`src/rtl/cpu_pkg.sv`:
```
// Shared types for the CPU memory subsystem: response-FSM states and arbiter defaults.
package cpu_pkg;

  localparam int STARVE_MAX_DEFAULT = 4;

  typedef enum logic [1:0] {
    IDLE   = 2'd0,
    IF_RSP = 2'd1,
    DM_RSP = 2'd2
  } rsp_state_e;

  // Bits needed to hold 0..max_val inclusive.
  function automatic int cnt_width(input int max_val);
    return (max_val < 1) ? 1 : $clog2(max_val + 1);
  endfunction

endpackage

```
`src/rtl/mem_arb_starve_cnt.sv`:
```
// Saturating counter of consecutive DM wins while IF waits; clear has priority over increment.
// Latency: count visible the cycle after inc/clr; no backpressure.
module mem_arb_starve_cnt
  import cpu_pkg::*;
#(
  parameter  int MAX   = STARVE_MAX_DEFAULT,
  localparam int CNT_W = cnt_width(MAX)
) (
  input  logic             clk_i,
  input  logic             rst_ni,
  input  logic             inc_i,
  input  logic             clr_i,
  output logic [CNT_W-1:0] cnt_o
);

  logic [CNT_W-1:0] cnt_q;
  logic [CNT_W-1:0] cnt_d;

  always_comb begin
    cnt_d = cnt_q;
    if (clr_i) begin
      cnt_d = '0;
    end else if (inc_i && (cnt_q != CNT_W'(MAX))) begin
      cnt_d = cnt_q + CNT_W'(1);
    end
  end

  always_ff @(posedge clk_i or negedge rst_ni) begin
    if (!rst_ni) begin
      cnt_q <= '0;
    end else begin
      cnt_q <= cnt_d;
    end
  end

  assign cnt_o = cnt_q;

endmodule

```
`src/rtl/mem_arbiter.sv`:
```
// Single-port SRAM arbiter between instruction fetch and data memory; DM has priority with IF anti-starvation.
// Latency: combinational grant, read data exactly one cycle later; losers stall and hold their request.
module mem_arbiter
  import cpu_pkg::*;
#(
  parameter int ADDR_W     = 14,
  parameter int DATA_W     = 32,
  parameter int STARVE_MAX = STARVE_MAX_DEFAULT
) (
  input  logic              clk,
  input  logic              rst,
  input  logic              if_req,
  input  logic [ADDR_W-1:0] if_addr,
  output logic              if_gnt,
  output logic              if_rvalid,
  output logic [DATA_W-1:0] if_rdata,
  input  logic              dm_req,
  input  logic [ADDR_W-1:0] dm_addr,
  input  logic              dm_web,
  input  logic [DATA_W-1:0] dm_wdata,
  input  logic [DATA_W-1:0] dm_bweb,
  output logic              dm_gnt,
  output logic              dm_rvalid,
  output logic [DATA_W-1:0] dm_rdata,
  output logic              mem_ceb,
  output logic              mem_web,
  output logic [ADDR_W-1:0] mem_addr,
  output logic [DATA_W-1:0] mem_din,
  output logic [DATA_W-1:0] mem_bweb,
  input  logic [DATA_W-1:0] mem_dout,
  output logic              stall
);

  localparam int CNT_W = cnt_width(STARVE_MAX);

  rsp_state_e       state_q;
  rsp_state_e       state_d;
  logic [CNT_W-1:0] starve_cnt;
  logic             starve_sat;
  logic             if_gnt_c;
  logic             dm_gnt_c;

  assign starve_sat = (starve_cnt == CNT_W'(STARVE_MAX));

  // Grants are masked while reset is held so the SRAM stays idle and stall reads 0.
  always_comb begin
    if_gnt_c = 1'b0;
    dm_gnt_c = 1'b0;
    if (rst) begin
      if (if_req && (!dm_req || starve_sat)) begin
        if_gnt_c = 1'b1;
      end else if (dm_req) begin
        dm_gnt_c = 1'b1;
      end
    end
  end

  assign if_gnt = if_gnt_c;
  assign dm_gnt = dm_gnt_c;
  assign stall  = rst & ((if_req & ~if_gnt_c) | (dm_req & ~dm_gnt_c));

  mem_arb_starve_cnt #(
    .MAX (STARVE_MAX)
  ) u_starve_cnt (
    .clk_i  (clk),
    .rst_ni (rst),
    .inc_i  (dm_gnt_c & if_req),
    .clr_i  (if_gnt_c | ~if_req),
    .cnt_o  (starve_cnt)
  );

  always_comb begin
    mem_ceb  = 1'b1;
    mem_web  = 1'b1;
    mem_addr = '0;
    mem_din  = '0;
    mem_bweb = '1;
    if (if_gnt_c) begin
      mem_ceb  = 1'b0;
      mem_addr = if_addr;
    end else if (dm_gnt_c) begin
      mem_ceb  = 1'b0;
      mem_web  = dm_web;
      mem_addr = dm_addr;
      mem_din  = dm_wdata;
      mem_bweb = dm_bweb;
    end
  end

  // Stores return nothing, so only a DM read arms the DM response state.
  always_comb begin
    state_d = IDLE;
    if (if_gnt_c) begin
      state_d = IF_RSP;
    end else if (dm_gnt_c && dm_web) begin
      state_d = DM_RSP;
    end
  end

  always_ff @(posedge clk or negedge rst) begin
    if (!rst) begin
      state_q <= IDLE;
    end else begin
      state_q <= state_d;
    end
  end

  always_comb begin
    if_rvalid = 1'b0;
    if_rdata  = '0;
    dm_rvalid = 1'b0;
    dm_rdata  = '0;
    case (state_q)
      IF_RSP: begin
        if_rvalid = 1'b1;
        if_rdata  = mem_dout;
      end
      DM_RSP: begin
        dm_rvalid = 1'b1;
        dm_rdata  = mem_dout;
      end
      default: begin
        if_rvalid = 1'b0;
        dm_rvalid = 1'b0;
      end
    endcase
  end

endmodule

```
`config.mk`:
```
export PLATFORM = sky130hd
export DESIGN_NAME = mem_arbiter
export DESIGN_NICKNAME = d
export VERILOG_FILES = /design/src/rtl/cpu_pkg.sv /design/src/rtl/mem_arb_starve_cnt.sv /design/src/rtl/mem_arbiter.sv
export SDC_FILE = /design/constraint.sdc
export NUM_CORES = 1
export LEC_CHECK = 0
export BUFFER_PORTS_ARGS = -buffer_cell sky130_fd_sc_hd__buf_4
export CAP_MARGIN = 20
export CORE_AREA = 10 10 99 101
export CTS_CLUSTER_SIZE = 28
export DETAILED_ROUTE_END_ITERATION = 10
export DIE_AREA = 0 0 109 111
export REMOVE_ABC_BUFFERS = 1
export SLEW_MARGIN = 30
export SYNTH_ARGS = -nofsm -noshare
export SYNTH_HDL_FRONTEND = slang
export SYNTH_SLANG_ARGS = --single-unit
```
`constraint.sdc`:
```
create_clock -name clk -period 2.1 [get_ports clk]
set_input_delay 0.42 -clock clk [delete_from_list [all_inputs] [get_ports clk]]
set_output_delay 0.42 -clock clk [all_outputs]
set_load 0.005 [all_outputs]
```
==> flow_metrics.tcl, run 1 <==
set metrics [dict create \
    status "complete, no violations" \
    drc_errors 0 \
    fillers 796 \
    synth-compound-area-share_pct 13.9 \
    relSlewSlack_pct 83.1 \
    grt_pass1_wl_um 14900 \
    critPathKind "flop to output port" \
    ios 278 \
    clk_latency_ns 0.21 \
    critPathArrivalTime_ns 1.61 \
    core_area_um2 7970 \
    finalMaxSlewViolations 0 \
    crit_chain "inv_2 > ha_4 > nand2_2 > a21oi_4 > buf_6 > a22o_1 > buf_4" \
    yosys_warnings 0 \
    via_per_inst 4.07 \
    power.ir.vdd_worst_mv 0.122 \
    synth_simple_gate_area_share_pct 68.1 \
    ys_ff_latch 5 \
    rows 33 \
    wl_per_cell_um 18.7 \
    die_w_um 109 \
    hold_slack_ns 0.0262 \
    post-route-period-util_pct 96.5 \
    dp_hpwl_um 9570 \
    cts_tree "done" \
    post-place-cells 562 \
    first_pass_iters 4 \
    crit_path_top_delay_cell "dfrtp_1" \
    cts_buffers 3 \
    ys_types 21 \
    start_util_pct 16.3 \
    design_area_um2 3600 \
    netlist_top_cells_area "and2_1, nand2b_1, dfrtp_1" \
    antenna_found_initial 0 \
    gp_congestion 0.829 \
    max_freq_ghz 0.494 \
    synth_area_um2 1300 \
    clkTransAtPathRegs_ns 0.03 \
    synth_top_family_by_area "simple AND/OR/NAND/NOR gates" \
    fin_tns_setup_ns 0 \
    die-area_um2 12100 \
    holdCritPathClass "input pin to asynchronous set/reset pin" \
    syn2layout_area_growth_pct 177 \
    netlist_instances 188 \
    reg2reg_from "u_starve_cnt.cnt_o[0]$_DFFE_PN0P_" \
    grt_usage_pct 15.8 \
    maxCapViolations 0 \
    end_kind "output port" \
    start_kind "flop" \
    ys_seq_area_share_pct 9.63 \
    cp.required_ns 1.68 \
    synthAdderAreaFrac_pct 1.93 \
    nets 595 \
    worstSetupStartpoint "u_starve_cnt.cnt_o[1]$_DFFE_PN0P_" \
    met3_length_um 1610 \
    synth-xor-area-share_pct 0 \
    post-synth-top-area-fraction_pct 46.7 \
    syn_avg_cell_area_um2 6.91 \
    vias 2312 \
    setup_viol 0 \
    die_y_um 111 \
    stdcell_count 568 \
    drive_gt1_share_pct 63.7 \
    grt_max_degree 35 \
    worst_pin_slew_ns 0.254 \
    post-route-min-period_ns 2.03 \
    skew_ns 0.00143 \
    diodes 0 \
    overflow 0 \
    highest_layer "met4" \
    drtIter0Drc 70 \
    finalWirelength_um 10600 \
    power.density_nw_per_um2 220 \
    synth_top_cell_by_area "and2_1" \
    cts_root_buf "clkbuf_8" \
    grt_pass1_vias 2377 \
    ant_nets 0 \
    met1_length_um 3340 \
    hold_viol_final 0 \
    postPlaceCellArea_um2 3500 \
    max_stage_delay_ns 0.39 \
    htreeDepth 1 \
    synth_mux_area_share_pct 0 \
    worstPathMaxFanout 6 \
    p_leak_nw 1.97 \
    portBuffers 277 \
    cts_buffer_depth 2 \
    wl_met2_um 5530 \
    cts_sinks 5 \
]
[timing repair]
item	CTS	global route
setup buffers	0	1
resized for setup	8	3
hold buffers	0	0
pin swaps	1	2
gates cloned	1	0
setup endpoints to repair	40	49
[placed cells by master (no fill, tap or decap)]
master    instances
nand4b_1          1
nand2_2           1
buf_12            1
o21a_1            1
nor2b_1           2
and3_1            1
a21oi_4           1
buf_4           281
buf_6             4
nand2b_1         33
nand2_1           3
nor2_1            2
o21ai_0           1
a22o_1           14
ha_1              1
nor3b_1           2
inv_1             1
dfrtp_1           5
a21boi_0          2
ha_4              1
and2_1           97
nand4_1           1
clkbuf_8          3
a31oi_4           1
clkbuf_1          1
inv_2             2
[cell type report]
type,instances,area (um^2),area share (%)
well taps,105,131,3.65
repair buffers,286,2170,60.4
multi-input cells,165,1110,30.9
inverters,3,11.3,0.313
clock buffers,4,45.0,1.25
flip-flops and latches,5,125,3.48
[power by group]
part / switching (W) / internal [W] / total (W)
combinational: 0.000178 / 0.000342 / 0.000520
sequential: 0.00000208 / 0.0000999 / 0.000102
clock: 0.0000410 / 0.000130 / 0.000171
total: 0.000221 / 0.000572 / 0.000793
[per-layer routing]
metal  up-vias  global-route usage (%)
met5         -                       0
met4         0                    2.90
met2       174                    30.7
li1       1141                       -
met3         8                    7.85
met1       989                    14.0
[metrics by stage]
stage                     power [W]  worst slack (ns)  util (%)
final                      0.000793            0.0744      45.2
after global routing       0.000852          -0.00205      45.2
after CTS                  0.000804          0.000421      45.0
after detailed placement   0.000622             0.100      43.9
after global placement     0.000618             0.162      43.9
after floorplan            0.000230            -0.225         -
[path summary, 6_finish.rpt]
path / end / slack, ns / cells after the start
worst max-delay path: mem_addr[9] / 0.07 / 7
worst min-delay path: u_starve_cnt.cnt_o[1]$_DFFE_PN0P_ / 0.03 / 1
worst max register to register: state_q[1]$_DFF_PN0_ / 0.82 / 5
worst min register to register: u_starve_cnt.cnt_o[1]$_DFFE_PN0P_ / 0.58 / 2
max in group asynchronous: u_starve_cnt.cnt_o[2]$_DFFE_PN0P_ / 1.94 / 1
min in group clk: state_q[1]$_DFF_PN0_ / 0.42 / 2
[synth_stat cells]
master and count:
a31oi_4 1, nor3b_1 2, and2_1 97, buf_4 2, o21ai_0 1, o21a_1 1, inv_1 3, buf_2 7
nor2b_1 2, clkbuf_1 6, nand2b_1 33, nor2_1 2, nand2_1 4, a22o_1 14, nand4b_1 1, nand4_1 1
a21boi_0 2, ha_1 2, a21oi_2 1, and3_1 1, dfrtp_1 5
[cell families (layout without fill, tap and decap cells)]
group	count (synthesis)	in the layout
AOI/OAI and AO/OA	20	20
adders and majority gates	2	2
buffers and inverters	18	293
DFF	5	5
and+or+nand+nor	143	143
[registers in the layout (all words and copies together) (netlist names)]
name and cells:
state_q 2, u_starve_cnt.cnt_o 3
[critical path, delay by kind of cell, from the launching register on]
family                     cells  cell delay, ns
DFF                            1            0.39
AOI/OAI and AO/OA              2            0.38
buffers and inverters          3            0.36
adders and majority gates      1            0.16
and+or+nand+nor                1            0.09
Note: power is estimated with default switching activity, not from simulation.
==> run 2: changes to the inputs <==
--- a/config.mk
+++ b/config.mk
@@ -5,7 +5,7 @@
 export SDC_FILE = /design/constraint.sdc
 export NUM_CORES = 1
 export LEC_CHECK = 0
-export BUFFER_PORTS_ARGS = -buffer_cell sky130_fd_sc_hd__buf_4
+export BUFFER_PORTS_ARGS = -buffer_cell sky130_fd_sc_hd__buf_2
 export CAP_MARGIN = 20
 export CORE_AREA = 10 10 99 101
 export CTS_CLUSTER_SIZE = 28
==> run 2 against run 1 <==
  * First-iteration DRC count increased by 50%
  * Die area unchanged
  * Fmax decreased by 0.51%
  * Non-clock buffer count increased by 12
  * Power decreased by 7.9%
  * Via count increased by 4.5%
  * Clock power increased by 2%
  * Critical path type unchanged
  * Largest cell class unchanged
  * Largest power group unchanged
==> flow_metrics.tcl, run 2 (synthesis gave the netlist of run 1 again) <==
set metrics [dict create \
    status "complete, no violations" \
    crit_chain "inv_2 > ha_4 > a31oi_4 > buf_12 > clkbuf_16 > and2_1 > buf_2" \
    worstPathMaxFanout 7 \
    setup_viol 0 \
    syn2layout_area_growth_pct 143 \
    crit_path_top_delay_cell "dfrtp_1" \
    ios 278 \
    r2r_cells 6 \
    p_leak_nw 1.92 \
    grt_pass1_wl_um 14600 \
    rows 33 \
    finalWirelength_um 10700 \
    cts_tree "done" \
    holdCritPathClass "input pin to asynchronous set/reset pin" \
    cp_top_family "buffers and inverters" \
    first_pass_iters 4 \
    power.density_nw_per_um2 231 \
    worst_pin_slew_ns 0.238 \
    path_buf_inv 4 \
    start_util_pct 16.3 \
    vias 2416 \
    skew_ns 0.00128 \
    die_w_um 109 \
    wl_per_cell_um 18.3 \
    gp_congestion 0.854 \
    clkTransAtPathRegs_ns 0.03 \
    largest_reg_flops 3 \
    die-area_um2 12100 \
    antenna_found_initial 4 \
    grt_usage_pct 15.1 \
    via_per_inst 4.14 \
    htreeDepth 1 \
    nets 607 \
    end_kind "output port" \
    cp.required_ns 1.68 \
    reg2reg_to "u_starve_cnt.cnt_o[2]$_DFFE_PN0P_" \
    cts_root_buf "clkbuf_8" \
    cts_sinks 5 \
    critPathArrivalTime_ns 1.62 \
    critPathKind "flop to output port" \
    start_kind "flop" \
    hold_viol_final 0 \
    final_common_cell "buf_2" \
    drc_errors 0 \
    relSlewSlack_pct 84.1 \
    ant_nets 0 \
    clk_latency_ns 0.22 \
    rrSetupSlack_ns 0.72 \
    reg2reg_from "u_starve_cnt.cnt_o[0]$_DFFE_PN0P_" \
    drive_gt1_share_pct 65.9 \
    post-route-period-util_pct 96.9 \
    post-route-min-period_ns 2.04 \
    max_freq_ghz 0.491 \
    overflow 0 \
    dp_hpwl_um 8860 \
    maxCapViolations 0 \
    die_y_um 111 \
    fin_tns_setup_ns 0 \
    cts_buffers 3 \
    drtIter0Drc 105 \
    grt_max_degree 34 \
    rsz0062_at_grt "true" \
    grt_pass1_vias 2528 \
    core_area_um2 7970 \
    p_total_w 0.000730 \
    max_stage_delay_ns 0.36 \
    fin_util_pct 39.7 \
    cts_buffer_depth 2 \
    portBuffers 277 \
    power.ir.vdd_worst_mv 0.174 \
    finalMaxSlewViolations 0 \
    hold_slack_ns 0.126 \
    mostFrequentLayoutCells "buf_2, and2_1, nand2b_1" \
]
==> run 2: cell count changes in the layout (fill, tap and decap cells not counted), sizes merged <==
cell / before / now
bufbuf: 0 / 1
clkbuf: 4 / 7
diode: 0 / 3
buf: 286 / 294
==> run 2: worst max path at each step <==
| stage | startpoint | end | slack [ns] | cells past startpoint |
|---|---|---|---|---|
| 4_1_cts | u_starve_cnt.cnt_o[0]$_DFFE_PN0P_ | mem_din[11] | 0.01 | 7 |
| 2_1_floorplan | u_starve_cnt.cnt_o[0]$_DFFE_PN0P_ | mem_addr[0] | -0.22 | 4 |
| 6_report | u_starve_cnt.cnt_o[0]$_DFFE_PN0P_ | mem_din[3] | 0.06 | 7 |
| 3_3_place_gp | u_starve_cnt.cnt_o[0]$_DFFE_PN0P_ | mem_din[11] | 0.20 | 6 |
| 3_5_place_dp | u_starve_cnt.cnt_o[0]$_DFFE_PN0P_ | mem_din[11] | 0.15 | 6 |
| 5_1_grt | u_starve_cnt.cnt_o[0]$_DFFE_PN0P_ | mem_din[4] | -0.04 | 6 |
==> run 2: per-layer routing <==
layer  track usage (%)  routed length, um
met1              13.9               3410
met2              27.9               5350
met3              8.49               1720
met4              3.52                182
met5                 0                  0
==> run 2: report_power, final <==
part	internal [W]	leakage, nW	total (W)	switching (W)
logic	0.000267	1.83	0.000454	0.000186
registers	0.0000999	0.0682	0.000102	0.00000172
clock network	0.000130	0.0228	0.000175	0.0000445
total	0.000497	1.92	0.000730	0.000232
==> run 2: timing repair <==
item / CTS / global route
hold buffers: 0 / 0
pin swaps: 1 / 2
resized for setup: 4 / 17
setup buffers: 4 / 2
gates cloned: 3 / 5
setup endpoints to repair: 65 / 45
==> run 2: area by class of cell <==
type / instances / area, um^2
repair buffers: 298 / 1710
inverters: 3 / 11.3
flip-flops and latches: 5 / 125
fillers: 829 / 4810
multi-input cells: 165 / 1130
diodes: 3 / 7.51
well taps: 105 / 131
clock buffers: 4 / 45.0
==> run 2: worst register-to-register path, cell delays in order (launching register included) <==
cell	delay (ns)
dfrtp_1	0.38
buf_4	0.13
buf_4	0.13
ha_1	0.20
nor3b_1	0.18
o21ai_0	0.09
a21boi_0	0.18
==> run 2: metrics by stage <==
step | setup slack, ns | instances | area [um^2]
final | 0.0641 | 583 | 3160
after global routing | -0.0394 | 580 | 3150
after CTS | 0.0120 | 573 | 3000
after detailed placement | 0.151 | 562 | 2810
after global placement | 0.203 | 562 | 2810
after floorplan | -0.225 | 173 | 1230
